**src/rtl/st_m_timed.sv**
```systemverilog
// st_m_timed: four-state Moore command controller (S0..S3) with input
// qualification, a sticky error state, per-state dwell timeout back to S0
// and a saturating count of state changes.
//
// Handshake: there is no back-pressure. in_data is consumed on every rising
// edge where in_valid=1 and the controller is not in ERR; in any other cycle
// in_data is don't-care. While in ERR, in_valid is ignored and only
// err_clear moves the controller back to S0.
module st_m_timed #(
   parameter int                   STATE_LEN = 3,
   parameter int                   INP_LEN   = 3,
   parameter int                   OUT_LEN   = 2,
   parameter logic [STATE_LEN-1:0] S0        = 3'b000,
   parameter logic [STATE_LEN-1:0] S1        = 3'b010,
   parameter logic [STATE_LEN-1:0] S2        = 3'b100,
   parameter logic [STATE_LEN-1:0] S3        = 3'b001,
   parameter logic [STATE_LEN-1:0] S_ERR     = 3'b111,
   parameter logic [INP_LEN-1:0]   X0        = 3'b001,
   parameter logic [INP_LEN-1:0]   X1        = 3'b010,
   parameter logic [INP_LEN-1:0]   X2        = 3'b100,
   parameter logic [OUT_LEN-1:0]   Y0        = 2'b01,
   parameter logic [OUT_LEN-1:0]   Y1        = 2'b10,
   parameter logic [OUT_LEN-1:0]   Y2        = 2'b11,
   parameter logic [OUT_LEN-1:0]   Y_ERR     = 2'b00,
   parameter int                   TIMEOUT   = 16,
   parameter int                   CNT_W     = 8
) (
   input  logic                 clock,
   input  logic                 reset,
   input  logic                 in_valid,
   input  logic [INP_LEN-1:0]   in_data,
   input  logic                 err_clear,
   output logic [OUT_LEN-1:0]   out_data,
   output logic [STATE_LEN-1:0] state,
   output logic                 err,
   output logic                 timeout_pulse,
   output logic [CNT_W-1:0]     trans_cnt
);

   typedef enum logic [STATE_LEN-1:0] {
      ST_S0  = S0,
      ST_S1  = S1,
      ST_S2  = S2,
      ST_S3  = S3,
      ST_ERR = S_ERR
   } state_t;

   // Dwell never needs to exceed TIMEOUT-1: the timeout fires at that value.
   localparam int DW = (TIMEOUT > 1) ? $clog2(TIMEOUT) : 1;
   localparam logic [DW-1:0]    DWELL_MAX = (TIMEOUT > 0) ? DW'(TIMEOUT - 1) : '0;
   localparam logic [CNT_W-1:0] CNT_MAX   = {CNT_W{1'b1}};

   state_t           state_q;
   state_t           state_d;
   logic [DW-1:0]    dwell_q;
   logic             accepted;
   logic             legal;
   logic             in_busy_state;
   logic             timeout_hit;
   logic             changing;

   assign accepted      = in_valid && (state_q != ST_ERR);
   assign legal         = (in_data == X0) || (in_data == X1) || (in_data == X2);
   assign in_busy_state = (state_q == ST_S1) || (state_q == ST_S2) || (state_q == ST_S3);
   assign timeout_hit   = (TIMEOUT != 0) && in_busy_state && !in_valid && (dwell_q == DWELL_MAX);
   assign changing      = (state_d != state_q);

   // Next-state logic: accepted input first, then timeout, else hold.
   always_comb begin
      state_d = state_q;
      case (state_q)
         ST_S0, ST_S1, ST_S2, ST_S3: begin
            if (accepted) begin
               if (!legal) begin
                  state_d = ST_ERR;
               end else begin
                  case (state_q)
                     ST_S0:   state_d = (in_data == X1) ? ST_S1 : (in_data == X2) ? ST_S2 : ST_S0;
                     ST_S1:   state_d = (in_data == X1) ? ST_S2 : (in_data == X2) ? ST_S3 : ST_S0;
                     ST_S2:   state_d = (in_data == X1) ? ST_S3 : ST_S0;
                     ST_S3:   state_d = (in_data == X2) ? ST_S1 : ST_S0;
                     default: state_d = ST_S0;
                  endcase
               end
            end else if (timeout_hit) begin
               state_d = ST_S0;
            end
         end
         ST_ERR:  state_d = err_clear ? ST_S0 : ST_ERR;
         default: state_d = ST_S0;
      endcase
   end

   // State register, dwell counter, timeout pulse and transition counter.
   always_ff @(posedge clock) begin
      if (reset) begin
         state_q       <= ST_S0;
         dwell_q       <= '0;
         timeout_pulse <= 1'b0;
         trans_cnt     <= '0;
      end else begin
         state_q       <= state_d;
         timeout_pulse <= timeout_hit;
         if ((TIMEOUT == 0) || accepted || changing || !in_busy_state) begin
            dwell_q <= '0;
         end else begin
            dwell_q <= dwell_q + DW'(1);
         end
         if (changing && (trans_cnt != CNT_MAX)) begin
            trans_cnt <= trans_cnt + CNT_W'(1);
         end
      end
   end

   // Moore output decode from the state register.
   always_comb begin
      out_data = Y0;
      case (state_q)
         ST_S0:   out_data = Y0;
         ST_S1:   out_data = Y1;
         ST_S2:   out_data = Y1;
         ST_S3:   out_data = Y2;
         ST_ERR:  out_data = Y_ERR;
         default: out_data = Y0;
      endcase
   end

   assign state = state_q;
   assign err   = (state_q == ST_ERR);

endmodule

```
**config.mk**
```make
export PLATFORM = sky130hd
export DESIGN_NAME = st_m_timed
export DESIGN_NICKNAME = d
export VERILOG_FILES = /design/src/rtl/st_m_timed.sv
export SDC_FILE = /design/constraint.sdc
export NUM_CORES = 1
export LEC_CHECK = 0
export ABC_CLOCK_PERIOD_IN_PS = 2600
export CAP_MARGIN = 20
export CORE_UTILIZATION = 40
export DETAILED_ROUTE_END_ITERATION = 10
export PLACE_DENSITY = 0.66
export SLEW_MARGIN = 20
export SYNTH_ARGS = -nofsm -noshare
export SYNTH_HDL_FRONTEND = slang
export SYNTH_SLANG_ARGS = --single-unit
```
**constraint.sdc**
```tcl
create_clock -name clock -period 2.6 [get_ports clock]
set_input_delay 0.52 -clock clock [delete_from_list [all_inputs] [get_ports clock]]
set_output_delay 0.52 -clock clock [all_outputs]
set_load 0.005 [all_outputs]
```
==> impl_metrics.py, run 1 <==
metrics = {
    "place": {
        "gp_congestion": 0.838,
        "dp_slack_ns": -0.228,
        "placed_cells": 178,
        "port_buffers": 21,
        "postPlaceCellArea_sq_um": 1310,
        "dp.final_hpwl_um": 1710,
    },
    "setup_path": {
        "cp.arrival_ns": 2.72,
        "worst_setup_path_end_kind": "flop",
        "crit_start": "in_data[0]",
        "start_kind": "input pin",
        "cp.required_ns": 2.82,
        "reg2reg_to": "trans_cnt[7]",
        "ff2ff_setup_slack_ns": 0.28,
        "ff2ff_path_depth": 7,
        "path_class": "input pin to flop",
        "rr_startpoint": "state[2]",
        "crit_path_max_fanout": 9,
    },
    "route": {
        "dr.pass1.iters": 4,
        "wl_per_cell_um": 12.7,
        "vias": 1010,
        "drt_iter0_drc": 12,
        "routed_wirelength_um": 2310,
        "drc": 0,
        "met1Wirelength_um": 1080,
        "dr_wl_met2_um": 1130,
        "ant_nets": 0,
        "met3_length_um": 58,
        "vias_per_cell": 5.55,
        "maxUsedRoutingLayer": "met4",
    },
    "floorplan": {
        "die_w_um": 52.2,
        "core-area_sq_um": 2300,
        "fp.dieArea_sq_um": 2720,
        "num_io_pins": 22,
        "initial_utilization_pct": 43.8,
        "std_cell_rows": 17,
        "die_h_um": 52.2,
    },
    "sta": {
        "whs_ns": 0.453,
        "final_hold_viol_count": 0,
        "rsz0062_at_grt": "no",
        "tightest_slew_ns": 0.570,
        "clock_skew_ns": 0.000752,
        "min_period_over_period_pct": 95.8,
        "fmax_ghz": 0.401,
        "slew_headroom_pct": 61.9,
        "finalSetupViolations": 0,
        "setup_slack_ns": 0.108,
        "setup_tns_ns": 0,
        "drv_slew": 0,
        "layout_min_cycle_time_ns": 2.49,
    },
    "cts": {
        "clockBufferDepth": 2,
        "clk_latency_ns": 0.28,
        "ctsHoldBuffers": 0,
        "numCtsBuffers": 3,
        "clock_sinks": 16,
        "cts_setup_buffers": 0,
        "path_clk_slew_ns": 0.10,
        "ctsHtreeMaxLevel": 1,
        "cts_resized": 0,
        "clockRootBuffer": "clkbuf_4",
        "cts_tree": "done",
    },
    "status": {
        "status": "finished, final reports clean",
    },
    "grt": {
        "grt_max_degree": 16,
        "grt_first_pass_wirelength_um": 3910,
        "grt_pass1_vias": 951,
        "antenna_found_initial": 0,
        "grt-ovfl-total": 0,
        "track_usage_pct": 18.9,
    },
    "pwr": {
        "powerDensity_nw_per_um2": 496,
        "total_leakage_power_nw": 0.525,
        "ir_worst_vdd_mv": 0.334,
        "fin_total_pwr_mw": 0.673,
    },
    "logic_synthesis": {
        "synth_edf_count": 0,
        "yosysTopAreaCell": "dfxtp_1",
        "synthXorXnorAreaFrac_pct": 9.45,
        "synth_common_cells": "nor2_1 (17), dfxtp_1 (16), a21oi_1 (11)",
        "ys_seq_area_share_pct": 31.8,
        "synthSimpleGateAreaFrac_pct": 26.4,
        "avgSynthCellArea_sq_um": 8.11,
        "netlist.area_leader.share_pct": 31.8,
        "netlist_instances": 124,
        "muxShareOfSynthArea_pct": 2.99,
        "synth_nets": 133,
        "async_flop_share_pct": 0,
        "synthAdderAreaFrac_pct": 2.49,
        "synth_most_common_cell": "nor2_1",
        "synth_top_family_by_area": "simple AND/OR/NAND/NOR gates",
        "ys_warn_count": 0,
        "synth.distinct_cells": 39,
        "ys.flop_type": "dfxtp_1",
        "synth-compound-area-share_pct": 22.5,
        "synth_area_sq_um": 1010,
        "synth_seq_cells": 16,
        "synth_area_leaders": "dfxtp_1 (32%), nor2_1 (6.3%), a21oi_1 (5.5%)",
    },
    "layout": {
        "area_delta_synth_final_pct": 35.0,
        "antenna_cells": 0,
        "nNetsFinal": 164,
        "drive_gt1_share_pct": 14.9,
        "fin_area_sq_um": 1360,
        "stdcell_count": 182,
        "final_core_utilization_pct": 59.1,
    },
    "worst_hold_path": {
        "min_from": "dwell_q[0]",
        "min_to": "dwell_q[0]",
        "hold_path_class": "flop to flop",
        "worstHoldPathCells": 1,
    },
    "job": {
        "drv_cap": 0,
    },
}
-- power breakdown --
| group | switching (mW) | internal [mW] | total, mW |
|---|---|---|---|
| clock | 0.0808 | 0.0851 | 0.166 |
| combinational | 0.0927 | 0.120 | 0.213 |
| sequential | 0.0330 | 0.261 | 0.294 |
| total | 0.207 | 0.467 | 0.673 |
-- critical path: stages --
cell and delay [ns]:
clkdlybuf4s50_1 0.59, xor2_2 0.19, o21ai_1 0.09, o32ai_2 0.37, xnor2_2 0.18, o21ai_2 0.15, or4_1 0.48, a21oi_1 0.14
-- flip-flops by register name, indices dropped and copies added (netlist names) --
name           cells
trans_cnt          8
state              3
timeout_pulse      1
dwell_q            4
-- routing by layer --
layer | vias up | global-route usage [%]
met2 | 17 | 33.5
met1 | 477 | 22.5
li1 | 512 | -
met5 | - | 0
met4 | 0 | 8.33
met3 | 4 | 2.05
-- worst max path at each step --
stage | cells past startpoint | to | slack [ns]
2_1_floorplan | 8 | trans_cnt[7] | 0.32
3_3_place_gp | 9 | trans_cnt[7] | -0.18
3_5_place_dp | 8 | trans_cnt[7] | -0.23
4_1_cts | 8 | trans_cnt[7] | 0.07
5_1_grt | 8 | trans_cnt[7] | 0.0008
6_report | 8 | trans_cnt[7] | 0.11
-- layout by cell type, fill, tap and decap left out, types with 4 or more instances in the layout --
cell,n
clkdlybuf4s50_1,19
nor2_1,17
dfxtp_1,16
buf_4,12
a21oi_1,11
nand3_1,6
o21ai_1,5
nand2_1,4
xnor2_1,4
nor3_1,4
xor2_1,4
o31ai_1,4
-- logic make-up after synthesis --
logic type / Yosys count
compound gates: 35
xor+xnor: 10
fa+ha+maj: 2
buf+inv: 9
flops: 16
mux: 3
simple gates: 49
-- cell type report --
type / count / area [sq um]
fill: 223 / 940
tap: 28 / 35.0
sequential: 16 / 320
timing repair buffer: 33 / 305
multi-input combinational: 99 / 653
inverter: 2 / 7.51
clock buffer: 4 / 36.3
(Power assumes the default switching activity.)
==> inputs of run 2 (changes only) <==
Settings changed: CORE_ASPECT_RATIO from default to 1.2, CORE_UTILIZATION 40 to 49, PLACE_DENSITY 0.66 to default, PLACE_DENSITY_LB_ADDON from default to 0.05.
==> run 2 against run 1 <==
Effect of this change:
- the run now ends with DRC left
- clock-buffer cell count unchanged
- worst setup slack worse by 0.0086 ns
- sequential power decreased by 2%
- die area down 18%
- sequential share of layout area rose by 0.20 points
- global-route usage is 4.7 points higher
- core utilization rose by 12 points
- clock power about the same
- largest power group unchanged
==> impl_metrics.py, run 2 (synthesis gave the netlist of run 1 again) <==
metrics = {
    "setup_path": {
        "cp.required_ns": 2.82,
        "critPathMaxStageDelay_ns": 0.57,
        "worst_setup_path_end_kind": "flop",
        "crit_chain": "clkdlybuf4s50_1, xor2_2, o21ai_1, o32ai_2, xnor2_1, o21ai_2, or4_1, a21oi_1",
        "crit_start": "in_data[0]",
        "ff2ff_setup_slack_ns": 0.28,
        "start_kind": "input pin",
        "path_class": "input pin to flop",
        "rr_startpoint": "state[2]",
        "crit_path_max_fanout": 7,
        "cp.arrival_ns": 2.72,
        "crit_slowest_cell": "clkdlybuf4s50_1",
    },
    "sta": {
        "drv_slew": 0,
        "min_period_over_period_pct": 96.2,
        "final_hold_viol_count": 0,
        "slew_headroom_pct": 68.0,
        "rsz0062_at_grt": "no",
        "fmax_ghz": 0.400,
        "setup_slack_ns": 0.0994,
        "layout_min_cycle_time_ns": 2.50,
        "clock_skew_ns": 0.00229,
        "finalSetupViolations": 0,
        "tightest_slew_ns": 0.480,
    },
    "floorplan": {
        "fp.dieArea_sq_um": 2240,
        "initial_utilization_pct": 53.1,
        "std_cell_rows": 17,
        "core-area_sq_um": 1890,
        "die_w_um": 43.4,
        "num_io_pins": 22,
        "die_h_um": 51.6,
    },
    "grt": {
        "grt-ovfl-total": 0,
        "grt_max_degree": 16,
        "grt_pass1_vias": 933,
        "grt_first_pass_wirelength_um": 3950,
        "track_usage_pct": 23.6,
        "antenna_found_initial": 0,
    },
    "place": {
        "dp_slack_ns": -0.237,
        "gp_congestion": 0.842,
        "postPlaceCellArea_sq_um": 1300,
        "dp.final_hpwl_um": 1710,
        "placed_cells": 170,
        "port_buffers": 21,
    },
    "route": {
        "vias_per_cell": 5.74,
        "drc": 4,
        "ant_nets": 0,
        "wl_per_cell_um": 12.8,
        "routed_wirelength_um": 2230,
        "dr.pass1.iters": 7,
        "drt_iter0_drc": 13,
        "vias": 999,
    },
    "layout": {
        "final_common_cell": "clkdlybuf4s50_1",
        "stdcell_count": 174,
        "top_register": "trans_cnt",
        "area_delta_synth_final_pct": 33.8,
        "final_core_utilization_pct": 71.1,
        "nNetsFinal": 165,
        "antenna_cells": 0,
        "final_cell_mix": "clkdlybuf4s50_1 (19), nor2_1 (17), dfxtp_1 (16)",
        "fin_area_sq_um": 1350,
        "drive_gt1_share_pct": 14.8,
        "largest_reg_flops": 8,
    },
    "cts": {
        "clock_sinks": 16,
        "clockRootBuffer": "clkbuf_4",
        "ctsHoldBuffers": 0,
        "cts_tree": "done",
        "numCtsBuffers": 3,
        "path_clk_slew_ns": 0.09,
        "ctsHtreeMaxLevel": 1,
        "clockBufferDepth": 2,
        "clk_latency_ns": 0.28,
    },
    "job": {
        "drv_cap": 0,
    },
    "status": {
        "violations": "DRC",
        "status": "finished with violations",
    },
    "pwr": {
        "powerDensity_nw_per_um2": 499,
        "ir_worst_vdd_mv": 0.383,
        "fin_total_pwr_mw": 0.672,
        "total_leakage_power_nw": 0.525,
    },
    "worst_hold_path": {
        "min_from": "dwell_q[0]",
        "hold_path_class": "flop to flop",
    },
}
[run 2: power by group]
part	switching (mW)	total, mW	internal [mW]
combinational	0.0993	0.220	0.121
clock	0.0779	0.163	0.0852
sequential	0.0267	0.288	0.261
total	0.204	0.672	0.468
[run 2: metrics by stage]
step | setup TNS (ns) | hold WS [ns]
floorplan | 0 | 0.418
global placement | -1.21 | 0.429
detailed placement | -1.70 | 0.438
CTS | 0 | 0.452
global route | 0 | 0.465
finish | 0 | 0.453
[run 2: final timing paths]
kind	endpoint	cells after the start
worst max register to register	trans_cnt[7]	7
worst min register to register	dwell_q[0]	1
worst max-delay path	trans_cnt[7]	8
worst min-delay path	dwell_q[0]	1
[run 2: cell type report]
type	count	area (sq um)
Clock buffer	4	36.3
Fill cell	164	547
Inverter	2	7.51
Multi-Input combinational cell	99	646
Sequential cell	16	320
Tap cell	19	23.8
Timing Repair Buffer	34	313
[run 2: what timing repair did]
action / CTS / global route
buffers inserted: 0 / 0
gates resized for setup: 0 / 3
endpoints found under the setup margin: 0 / 3
[run 2: critical path: cells and delay by family]
family / cells / cell delay [ns]
AO/OA/AOI/OAI: 4 / 0.71
XOR/XNOR: 2 / 0.43
buffers and inverters: 1 / 0.57
AND/OR/NAND/NOR: 1 / 0.48
[run 2: per-layer routing]
metal / vias to the layer above / GRT usage [%] / part of all wire [%]
met5: - / 0 / 0
met4: 0 / 15.1 / 1.9
met3: 6 / 5.21 / 3.0
met2: 18 / 37.4 / 51
met1: 458 / 28.5 / 44
li1: 517 / - / -
